<file path="src/rtl/fifo_pkg.sv">
// ----------------------------------------------------------------------------
// fifo_pkg
// Definitions shared by the async FIFO and the logic around it.
//   arb_state_e      : write-arbiter state encoding (ST_IDLE=0, ST_GRANT=1)
//   FIFO_DATA_WIDTH  : default FIFO data width
//   FIFO_DEPTH       : default FIFO depth
// ----------------------------------------------------------------------------
package fifo_pkg;

  typedef enum logic {
    ST_IDLE  = 1'b0,
    ST_GRANT = 1'b1
  } arb_state_e;

  localparam int FIFO_DATA_WIDTH = 8;
  localparam int FIFO_DEPTH      = 16;

endpackage

</file>
<file path="src/rtl/rr_pick.sv">
// ----------------------------------------------------------------------------
// rr_pick
// Combinational round-robin first-set-bit finder. It scans req_i starting at
// last_ptr_i+1 and wrapping modulo NUM_REQ. It is also used by the read-side
// scheduler.
// Ports:
//   req_i      in  NUM_REQ  request vector
//   last_ptr_i in  ID_BITS  index granted last; it has the lowest priority
//   found_o    out 1        at least one request is set
//   idx_o      out ID_BITS  index of the winning request (0 when none)
// ----------------------------------------------------------------------------
module rr_pick #(
  parameter int NUM_REQ = 4,
  parameter int ID_BITS = $clog2(NUM_REQ)
) (
  input  logic [NUM_REQ-1:0] req_i,
  input  logic [ID_BITS-1:0] last_ptr_i,
  output logic               found_o,
  output logic [ID_BITS-1:0] idx_o
);

  // Two descending passes. The lowest index wins inside each pass. The second
  // pass covers indices above last_ptr, so it overrides the wrapped pass.
  always_comb begin
    found_o = 1'b0;
    idx_o   = '0;
    for (int j = NUM_REQ - 1; j >= 0; j--) begin
      if (req_i[j] && (ID_BITS'(j) <= last_ptr_i)) begin
        found_o = 1'b1;
        idx_o   = ID_BITS'(j);
      end
    end
    for (int j = NUM_REQ - 1; j >= 0; j--) begin
      if (req_i[j] && (ID_BITS'(j) > last_ptr_i)) begin
        found_o = 1'b1;
        idx_o   = ID_BITS'(j);
      end
    end
  end

endmodule

</file>
<file path="src/rtl/fifo_wr_arbiter.sv">
// ----------------------------------------------------------------------------
// fifo_wr_arbiter
// Round-robin arbiter in front of the async FIFO write port (write clock
// domain). It grants one requester for a burst of up to MAX_BURST beats and
// never writes into a full FIFO.
//
// Ports:
//   wr_clk     in   1                   write-domain clock
//   wr_rst     in   1                   synchronous active-high reset
//   req_valid  in   NUM_REQ             per-requester valid
//   req_data   in   NUM_REQ*DATA_WIDTH  packed requester data
//   req_ready  out  NUM_REQ             per-requester accept
//   wr_en      out  1                   FIFO write enable
//   wr_data    out  DATA_WIDTH          FIFO write data
//   wr_full    in   1                   FIFO full
//   grant_id   out  ID_BITS             current / last granted requester
//   busy       out  1                   high in GRANT
//   stall_cnt  out  16                  only with FIFO_ARB_STALL_CNT_EN:
//                                       saturating count of full-stall cycles
//
// state    | meaning
// ---------+--------------------------------------------------------------
// ST_IDLE  | no grant; pick the next valid requester after last_ptr
// ST_GRANT | grant_id owns the FIFO port until burst end or valid drop
// ----------------------------------------------------------------------------
module fifo_wr_arbiter
  import fifo_pkg::*;
#(
  parameter int NUM_REQ    = 4,
  parameter int DATA_WIDTH = FIFO_DATA_WIDTH,
  parameter int MAX_BURST  = 4,
  parameter int ID_BITS    = $clog2(NUM_REQ)
) (
  input  logic                          wr_clk,
  input  logic                          wr_rst,
  input  logic [NUM_REQ-1:0]            req_valid,
  input  logic [NUM_REQ*DATA_WIDTH-1:0] req_data,
  output logic [NUM_REQ-1:0]            req_ready,
  output logic                          wr_en,
  output logic [DATA_WIDTH-1:0]         wr_data,
  input  logic                          wr_full,
  output logic [ID_BITS-1:0]            grant_id,
  output logic                          busy
`ifdef FIFO_ARB_STALL_CNT_EN
  ,
  output logic [15:0]                   stall_cnt
`endif
);

  localparam int                    BEAT_BITS = $clog2(MAX_BURST) + 1;
  localparam logic [BEAT_BITS-1:0]  LAST_BEAT = BEAT_BITS'(MAX_BURST - 1);
  localparam logic [ID_BITS-1:0]    LAST_IDX  = ID_BITS'(NUM_REQ - 1);

  arb_state_e           state_q, state_d;
  logic [ID_BITS-1:0]   grant_id_q, grant_id_d;
  logic [ID_BITS-1:0]   last_ptr_q, last_ptr_d;
  logic [BEAT_BITS-1:0] beat_cnt_q, beat_cnt_d;

  logic                  pick_found;
  logic [ID_BITS-1:0]    pick_idx;
  logic                  g_valid;
  logic [DATA_WIDTH-1:0] g_data;
  logic                  xfer;

  rr_pick #(
    .NUM_REQ (NUM_REQ),
    .ID_BITS (ID_BITS)
  ) u_rr_pick (
    .req_i      (req_valid),
    .last_ptr_i (last_ptr_q),
    .found_o    (pick_found),
    .idx_o      (pick_idx)
  );

  // Select the valid bit and data of the granted requester.
  always_comb begin
    g_valid = 1'b0;
    g_data  = '0;
    for (int i = 0; i < NUM_REQ; i++) begin
      if (ID_BITS'(i) == grant_id_q) begin
        g_valid = req_valid[i];
        g_data  = req_data[i*DATA_WIDTH +: DATA_WIDTH];
      end
    end
  end

  always_comb begin
    state_d    = state_q;
    grant_id_d = grant_id_q;
    last_ptr_d = last_ptr_q;
    beat_cnt_d = beat_cnt_q;
    req_ready  = '0;
    wr_en      = 1'b0;
    wr_data    = '0;
    busy       = 1'b0;
    xfer       = 1'b0;

    case (state_q)
      ST_IDLE: begin
        if (pick_found) begin
          grant_id_d = pick_idx;
          last_ptr_d = pick_idx;
          beat_cnt_d = '0;
          state_d    = ST_GRANT;
        end
      end

      ST_GRANT: begin
        busy    = 1'b1;
        wr_data = g_data;
        xfer    = g_valid && !wr_full;
        wr_en   = xfer;
        for (int i = 0; i < NUM_REQ; i++) begin
          if (ID_BITS'(i) == grant_id_q) begin
            req_ready[i] = !wr_full;
          end
        end
        if (!g_valid) begin
          state_d = ST_IDLE;
        end else if (xfer) begin
          beat_cnt_d = beat_cnt_q + 1'b1;
          if (beat_cnt_q == LAST_BEAT) begin
            state_d = ST_IDLE;
          end
        end
      end

      default: state_d = ST_IDLE;
    endcase

    // Reset aborts a burst in the same cycle, not only after the edge.
    if (wr_rst) begin
      req_ready = '0;
      wr_en     = 1'b0;
      wr_data   = '0;
      busy      = 1'b0;
    end
  end

  always_ff @(posedge wr_clk) begin
    if (wr_rst) begin
      state_q    <= ST_IDLE;
      grant_id_q <= '0;
      last_ptr_q <= LAST_IDX;
      beat_cnt_q <= '0;
    end else begin
      state_q    <= state_d;
      grant_id_q <= grant_id_d;
      last_ptr_q <= last_ptr_d;
      beat_cnt_q <= beat_cnt_d;
    end
  end

  assign grant_id = grant_id_q;

`ifdef FIFO_ARB_STALL_CNT_EN
  logic [15:0] stall_cnt_q;

  always_ff @(posedge wr_clk) begin
    if (wr_rst) begin
      stall_cnt_q <= '0;
    end else if ((state_q == ST_GRANT) && g_valid && wr_full &&
                 (stall_cnt_q != 16'hFFFF)) begin
      stall_cnt_q <= stall_cnt_q + 16'd1;
    end
  end

  assign stall_cnt = stall_cnt_q;
`endif

endmodule

</file>
<file path="config.mk">
export PLATFORM = sky130hd
export DESIGN_NAME = fifo_wr_arbiter
export DESIGN_NICKNAME = d
export VERILOG_FILES = /design/src/rtl/fifo_pkg.sv /design/src/rtl/rr_pick.sv /design/src/rtl/fifo_wr_arbiter.sv
export SDC_FILE = /design/constraint.sdc
export NUM_CORES = 1
export LEC_CHECK = 0
export CAP_MARGIN = 20
export CORE_UTILIZATION = 30
export CTS_CLUSTER_SIZE = 30
export DETAILED_ROUTE_END_ITERATION = 6
export DONT_BUFFER_PORTS = 1
export GPL_TIMING_DRIVEN = 0
export PLACE_DENSITY_LB_ADDON = 0.3
export SLEW_MARGIN = 15
export SYNTH_ARGS = -nofsm -noshare
export SYNTH_HDL_FRONTEND = slang
export SYNTH_SLANG_ARGS = --single-unit
export TNS_END_PERCENT = 50
</file>
<file path="constraint.sdc">
create_clock -name wr_clk -period 3.59 [get_ports wr_clk]
set_input_delay 0.1795 -clock wr_clk [delete_from_list [all_inputs] [get_ports wr_clk]]
set_output_delay 0.1795 -clock wr_clk [all_outputs]
set_load 0.01 [all_outputs]
</file>
==> results list, run 1 <==
- Cell count after synthesis: 83
- Overall routing resource usage: 14.7%
* Startpoint of the lowest-slack hold path: wr_full
- Area used by multi-input combinational logic: 556 sq um
- Worst Reg2Reg Path Length in Cells: 5
- Static power due to leakage: 0.000321 uW
* Number of enable-type register cells in the synthesized netlist: 0
* Min-Delay Path Class: primary input to register
* Global-route congestion overflow total: 0
- Clock group share of total power: 27.2%
- After detailed placement, the total cell area comes to 805 sq um.
* Worst reg-to-reg setup slack: 2.02 ns
- Filler cell count in the final layout: 246
- Combinational logic burns 34.1% of the power.
* Inst Count DP: 111
- Switching share of total power: 33.9%
- Relative to the synthesized area, the layout overhead comes to 7.48%.
- Main synth FF type: sky130_fd_sc_hd__dfxtp_1
- Broken down by cell family, the worst path's largest delay share belongs to multiplexers.
* Final cell count without fillers: 114
* Result of the run: completed
* Later-pin clock latency in the skew report: 0.26 ns
- Detailed-route wire length per cell: 18.2 um
- After detailed routing, the number of remaining DRC violations is 0.
- Total negative setup slack: 0 ns
- The congestion estimate from routability-driven global placement came to 0.792.
- Slew at the pin closest to its max-slew limit: 0.597 ns
- Crit Path Max Fanout: 10
* Remaining antenna violation count after routing: 0
* Critical-path top delay cell: sky130_fd_sc_hd__mux4_2
- Total number of nets in the final design: 129
* Number of setup violations in the final report: 0
- The initial utilization of the core area, before any placement, comes to 33.2%.
* WP buf/inv: 1
- The tree is rooted in a sky130_fd_sc_hd__clkbuf_4.
- The wire-length estimate of the detail-placed layout is 1670 um.
* Total net switching power: 93.1 uW
- Inserted Diodes: 0
- STA puts the critical path data arrival time at 1.84 ns.
* Final number of max-transition violations: 0
- Sequential fraction of design power: 38.7%
* Share of layout cells above drive strength 1: 22.1%
- Fraction of registers with async set/reset: 0%
- Number of optimization iterations in the first detailed-route pass: 4
* Final worst clock skew: 0.00329 ns
* Critical Path, Cell by Cell: buf_2 > mux4_2 > and3_1
- Measured against its own limit, the worst slew margin works out to 59.7%.
- From bottom edge to top edge, the die measures 52.6 um.
- Bufs on Longest Clock Path: 2
- Dividing total power by cell area gives a power density of 332 nW/um^2.
- The initial antenna violation count came to 0.
* Worst setup EP type: output pin
- Count of H-tree levels built during CTS: 1
* Dominant cells by area after synthesis: sky130_fd_sc_hd__mux4_2, sky130_fd_sc_hd__dfxtp_1, sky130_fd_sc_hd__and3_1
- CTS saw 8 sinks.
* Post-CTS Repair Setup Buffers: 0
- 55 I/O pins were placed.
- Yosys top cell by area: sky130_fd_sc_hd__mux4_2
- Synthesized area: 769 sq um
* R2r startpoint: grant_id[1]
* First-pass GRT wire length: 2930 um
- Syn avg cell area: 9.27 sq um
- Summing over every cut layer, the via total after detailed routing is 703.
- Share of the yosys chip area belonging to registers: 20.8%
* Core area: 2320 sq um
- The routed design has 2070 um of wire.
* Post-cts sizing count: 0
- For this run, the slowest stage of the critical path takes 0.54 ns.
- After the first detailed-routing iteration, the DRC count stood at 15.
- The number of different library cells used by synthesis comes to 30.
- Share of Yosys cell area claimed by the top area cell type: 23.4%
- The number of global-route vias before repair was 669.
* Synthesized netlist net count: 124
* Clock-pin slew on the worst setup and hold paths: 0.06 ns
* Die Width: 52.6 um
- TritonCTS built the clock tree.
- For the worst setup path, the data required time is 3.41 ns.
- The final number of hold-violating endpoints came to 0.
* Worst-case vdd ir drop: 0.000159 V
- Int Power: 182 uW
- After routing the design area is 827 sq um.
- Vias per cell: 6.17
- The Yosys step of the flow raised 0 warnings.
* Synthesized flop and latch total: 8
- Number of buffers added by the clock tree synthesis step: 3
- The path with the worst hold slack has its endpoint at state_q.
- Reg-to-reg critical path endpoint: beat_cnt_q[1]
* Unrepaired setup endpoints after global routing: no
- The tool flagged a number of max-cap violations equal to 0.
- Subtracting the final worst setup slack from the clock period gives 2.02 ns.
- Static timing analysis puts the maximum clock frequency at 495 MHz.
* Area enclosed by the die boundary: 2770 sq um
* Placement row count: 17
- The sequential cells in the finished layout cover a total of 160 sq um.
* Worst setup path category: register to output pin
- Maximum number of pins on one net before global-route repair: 11
- Buffers inserted to repair hold after CTS numbered 0.
* Share of the clock period used by the worst path after layout: 56.2%
- Critical path startpoint category: register
- Hold Crit Depth: 2
* IO buf count: 0
## worst reg2reg max path: cells and delay by family, from the launching register on
family                 cells  cell delay (ns)
AO/OA/AOI/OAI              1             0.22
buffers and inverters      1             0.15
flip-flops                 1             0.39
multiplexers               1             0.11
AND/OR/NAND/NOR            2             0.59
## synth_stat cells (2+ instances only)
cell                       instances
sky130_fd_sc_hd__mux2i_1           3
sky130_fd_sc_hd__nand2_1           5
sky130_fd_sc_hd__o31ai_2           2
sky130_fd_sc_hd__o21ai_0           3
sky130_fd_sc_hd__nor2b_1           2
sky130_fd_sc_hd__nor4b_1           2
sky130_fd_sc_hd__clkbuf_1          4
sky130_fd_sc_hd__ha_1              2
sky130_fd_sc_hd__nor4_1            2
sky130_fd_sc_hd__inv_1             6
sky130_fd_sc_hd__or3_4             2
sky130_fd_sc_hd__mux4_2            8
sky130_fd_sc_hd__dfxtp_1           8
sky130_fd_sc_hd__and3_1            8
sky130_fd_sc_hd__a21oi_1           5
sky130_fd_sc_hd__nor2_1            5
sky130_fd_sc_hd__nand4_1           2
sky130_fd_sc_hd__nand2b_1          2
## layout make-up
class / count / area share, %
buffer: 6 / 3.78
multi-input combinational: 63 / 67.2
clock buffer: 3 / 2.72
sequential: 8 / 19.4
tap: 28 / 4.24
inverter: 6 / 2.72
## per-layer routing
layer,share of wire (%),up-vias,GRT usage [%]
met1,41,321,16.4
met3,13,2,4.93
met5,0,-,0
met4,0.77,0,5.26
met2,45,52,25.5
li1,-,328,-
## stage by stage
step                      total power (uW)  worst slack [ns]  utilization (%)  hold slack, ns
after floorplan                        186              1.98                -           0.395
after global placement                 201              1.85             34.7           0.414
after detailed placement               203              1.83             34.7           0.414
after CTS                              276              1.56             35.7           0.150
after global routing                   291              1.48             35.7           0.156
final                                  275              1.57             35.7           0.160
## sequential cells by signal (all words and copies together), names as in the netlist
register / count
last_ptr_q: 2
grant_id: 2
state_q: 1
beat_cnt_q: 3
## cells by family after synthesis
logic type	synth area share, %
AO/OA/AOI/OAI	15.0
multiplexers	27.3
flip-flops	20.8
buffers and inverters	6.99
AND/OR/NAND/NOR	26.7
adder cells (fa/ha/maj)	3.25
## power groups by stage
stage | combinational [uW] | sequential [uW] | clock [uW]
2_1_floorplan | 79.9 | 106 | 0
3_3_place_gp | 92.4 | 108 | 0
3_5_place_dp | 94.0 | 109 | 0
4_1_cts | 93.9 | 107 | 75.7
5_1_grt | 103 | 108 | 80.5
6_report | 93.7 | 106 | 74.7
## worst max-delay path by stage
| stage | start | endpoint | slack, ns | depth (start not counted) |
|---|---|---|---|---|
| floorplan | grant_id[0] | wr_data[0] | 1.98 | 3 |
| global placement | grant_id[0] | wr_data[3] | 1.85 | 3 |
| detailed placement | grant_id[0] | wr_data[3] | 1.83 | 3 |
| CTS | grant_id[0] | wr_data[2] | 1.56 | 3 |
| global route | grant_id[0] | wr_data[4] | 1.48 | 3 |
| finish | grant_id[0] | wr_data[2] | 1.57 | 3 |
## placed cells by master (no fill, tap or decap), drive strengths merged
master / count
nor2: 5
a41o: 1
a311oi: 1
ha: 2
nor3b: 1
or3: 2
buf: 2
a32oi: 1
nand4: 2
nor2b: 2
o21ai: 3
a221oi: 1
and3: 8
nor3: 1
mux4: 8
clkbuf: 7
nand2b: 2
a21o: 1
nor4b: 2
nor4: 2
or2: 1
o22ai: 1
dfxtp: 8
inv: 6
mux2i: 3
a21oi: 5
and2: 1
nand2: 5
o31ai: 2
Note: power is estimated with default switching activity, not from simulation.
==> run 2, diff against run 1 <==
- clock period: 3.59 -> 1.75 ns (I/O delays scaled with it)
==> run 2 against run 1 <==
Compared with the run above: wire length is 0.24% higher; sequential cell count unchanged; global-route usage did not move; worst hold slack got worse by 0.087 ns; largest power group unchanged; non-clock buffer count unchanged; die area stayed put; first-iteration DRC count grew 6.7%.
==> results list, run 2 (synthesis results as in run 1) <==
* Met1 Wirelength: 792 um (-7.3%)
* Largest Register: beat_cnt_q
- The worst setup path is captured at an output pin.
- Critical Path, Cell by Cell: buf_6 > mux2i_1 > or3_4 > and2_4 > nor2_2
* Vias per cell: 6.18 (+0.28%)
* CTS Root Buffer Type: sky130_fd_sc_hd__clkbuf_4
* Syn-to-layout area delta: 12.8%
- The first-pass GRT wire length was 2930 um (unchanged).
- Capture endpoint of the worst hold path: state_q
* Overall Power: 573 uW (+110%)
- Max transition margin: 65.6% (+5.9 points)
* Number of antenna violations at the first check in global routing: 0 (unchanged)
- R2r startpoint: grant_id[1]
* Worst Reg2Reg Path Length in Cells: 5 (unchanged)
* Power density over cell area: 660 nW/um^2 (+99%)
- TritonCTS clock tree: built
* Detailed Route Iter0 Violations: 16 (+1)
* Via count of the first global-routing pass: 669 (unchanged)
- Final Hold Viols: 0 (unchanged)
* Overall via count from detail_route: 705 (+0.28%)
* Number of optimization iterations in the first detailed-route pass: 4 (unchanged)
* Reg-to-reg critical path endpoint: beat_cnt_q[1]
- The critical path is of the register to output pin type.
- Maximum Capacitance Violations: 0 (unchanged)
- The highest cell delay on the worst timing path is 0.40 ns (-0.14 ns).
- The sum of met3 wire segment lengths after detailed routing is 281 um (+6.4%).
- The run finished with clean final reports.
- Timing would allow up to 593 MHz.
- The clock transition time at the flip-flop clock pins of the worst setup and hold paths was 0.06 ns (about the same).
- The setup violation total in the final timing report came to 0 (unchanged).
* Total negative setup slack: 0 ns (unchanged)
- IO buf count: 0 (unchanged)
- Top layer in use: met3
* Critical-path top delay cell: sky130_fd_sc_hd__or3_4
- Post-CTS Repair Setup Buffers: 0 (unchanged)
- Final hold slack: 0.0732 ns (-0.0867 ns)
- The total routed wirelength came to 2080 um (+0.24%).
* Final number of max-transition violations: 0 (unchanged)
* Share of layout cells above drive strength 1: 32.6% (+10 points)
- WP buf/inv: 1 (unchanged)
* Unrepaired setup endpoints after global routing: no
* Overall routing resource usage: 14.7% (unchanged)
- The static leakage is 0.000332 uW (+3.3%).
- The largest clock skew in the final design was 0.00575 ns (+0.00246 ns).
- Share of the clock period used by the worst path after layout: 96.3%
* Inserted Diodes: 0 (unchanged)
* Total number of nets in the final design: 129 (unchanged)
* Remaining antenna violation count after routing: 0 (unchanged)
* Area enclosed by the die boundary: 2770 sq um (unchanged)
* Later-pin clock latency in the skew report: 0.26 ns (about the same)
- Slew at the pin closest to its max-slew limit: 0.516 ns (-0.0803 ns)
* IO Count: 55 (unchanged)
* Final min period: 1.69 ns
- In the layout the commonest cells are sky130_fd_sc_hd__mux4_2, sky130_fd_sc_hd__and3_1, sky130_fd_sc_hd__inv_1, sky130_fd_sc_hd__dfxtp_1.
- The data arrival time of the worst path is 1.60 ns (-0.24 ns).
* Core area: 2320 sq um (unchanged)
- The maximum number of pins on one net before global-route repair came to 11 (unchanged).
* Worst reg-to-reg setup slack: 0.22 ns (-1.80 ns)
* Number of buffers inserted by hold repair at cts: 0 (unchanged)
* Bufs on Longest Clock Path: 2 (unchanged)
- Placement row count: 17 (unchanged)
- Initial core utilization: 33.2% (unchanged)
- Hold Crit Depth: 2 (unchanged)
- The data required time at the worst endpoint came to 1.66 ns (-1.75 ns).
- Largest delay contributor family on the critical path: simple AND/OR/NAND/NOR gates
- The estimated wirelength of the detail-placed design came to 1670 um (unchanged).
- Crit Path Max Fanout: 6 (-4)
- Startpoint of the lowest-slack hold path: wr_full
- Placer Congestion: 0.792 (unchanged)
* Met2 routed wirelength: 1000 um (+7.2%)
- The die extent in y was 52.6 um (unchanged).
- Post-route DRC: 0 (unchanged)
* Min-Delay Path Class: primary input to register
- Global-route congestion overflow total: 0 (unchanged)
- Flip-flop count of the largest register, all copies and words added: 3 (unchanged)
* Count of H-tree levels built during CTS: 1 (unchanged)
* Worst-case vdd ir drop: 0.000333 V (+110%)
* Number of buffers added by the clock tree synthesis step: 3 (unchanged)
- Die Width: 52.6 um (unchanged)
- Detailed-route wire length per cell: 18.2 um (+0.24%)
* Critical path startpoint category: register
* Sinks on Clock Net: 8 (unchanged)
==> run 2: changes by cell type in the layout (fill, tap and decap cells not counted) <==
cell,change
sky130_fd_sc_hd__nor2_2,+1
sky130_fd_sc_hd__nor2_1,-1
sky130_fd_sc_hd__buf_6,+1
sky130_fd_sc_hd__clkbuf_1,-2
sky130_fd_sc_hd__clkbuf_2,+1
sky130_fd_sc_hd__dfxtp_4,+1
sky130_fd_sc_hd__dfxtp_2,+1
sky130_fd_sc_hd__dfxtp_1,-2
sky130_fd_sc_hd__nor4b_1,-2
sky130_fd_sc_hd__nor4_2,+2
sky130_fd_sc_hd__nor4_1,-2
sky130_fd_sc_hd__nor4b_2,+2
==> run 2: timing repair <==
action	in CTS	in global routing
setup endpoints to repair	12	12
endpoints found under the hold margin	0	0
gates resized for setup	8	6
==> run 2: worst reg2reg max path: cells and delay by family (launching register included) <==
| family | cells | cell delay [ns] |
|---|---|---|
| and+or+nand+nor | 2 | 0.59 |
| DFF | 1 | 0.34 |
| AOI/OAI and AO/OA | 1 | 0.22 |
| muxes | 1 | 0.14 |
| buffers and inverters | 1 | 0.13 |
==> run 2: per-stage QoR <==
stage | instances | utilization (%) | setup WS (ns) | area [sq um]
after floorplan | 83 | - | 0.228 | 769
after global placement | 111 | 34.7 | 0.0989 | 805
after detailed placement | 111 | 34.7 | 0.0833 | 805
after CTS | 114 | 37.1 | -0.00955 | 860
after global routing | 114 | 37.5 | 0.00389 | 868
final | 114 | 37.5 | 0.0639 | 868
==> run 2: area by class of cell <==
type	instances	area, sq um
clock buffer	3	22.5
multi-input combinational	63	583
tap	28	35.0
inverter	6	22.5
buffer	6	40.0
fill	246	1450
sequential	8	165
==> run 2: worst max path at each step <==
stage / startpoint / endpoint / slack, ns / cells past startpoint
2_1_floorplan: grant_id[0] / wr_data[0] / 0.23 / 3
3_3_place_gp: grant_id[0] / wr_data[3] / 0.1 / 3
3_5_place_dp: grant_id[0] / wr_data[3] / 0.08 / 3
4_1_cts: state_q / req_ready[3] / -0.01 / 3
5_1_grt: grant_id[1] / wr_en / 0.004 / 5
6_report: grant_id[1] / wr_en / 0.06 / 5
==> run 2: power breakdown <==
group | internal [uW] | total (uW) | switching [uW]
logic | 103 | 202 | 99.2
clock network | 79.1 | 151 | 72.1
registers | 199 | 220 | 21.5
==> run 2: layer usage <==
| layer | vias to the layer above | GRT usage (%) |
|---|---|---|
| li1 | 328 | - |
| met1 | 323 | 16.4 |
| met2 | 54 | 25.5 |
| met3 | 0 | 4.93 |
| met4 | 0 | 5.26 |
| met5 | - | 0 |
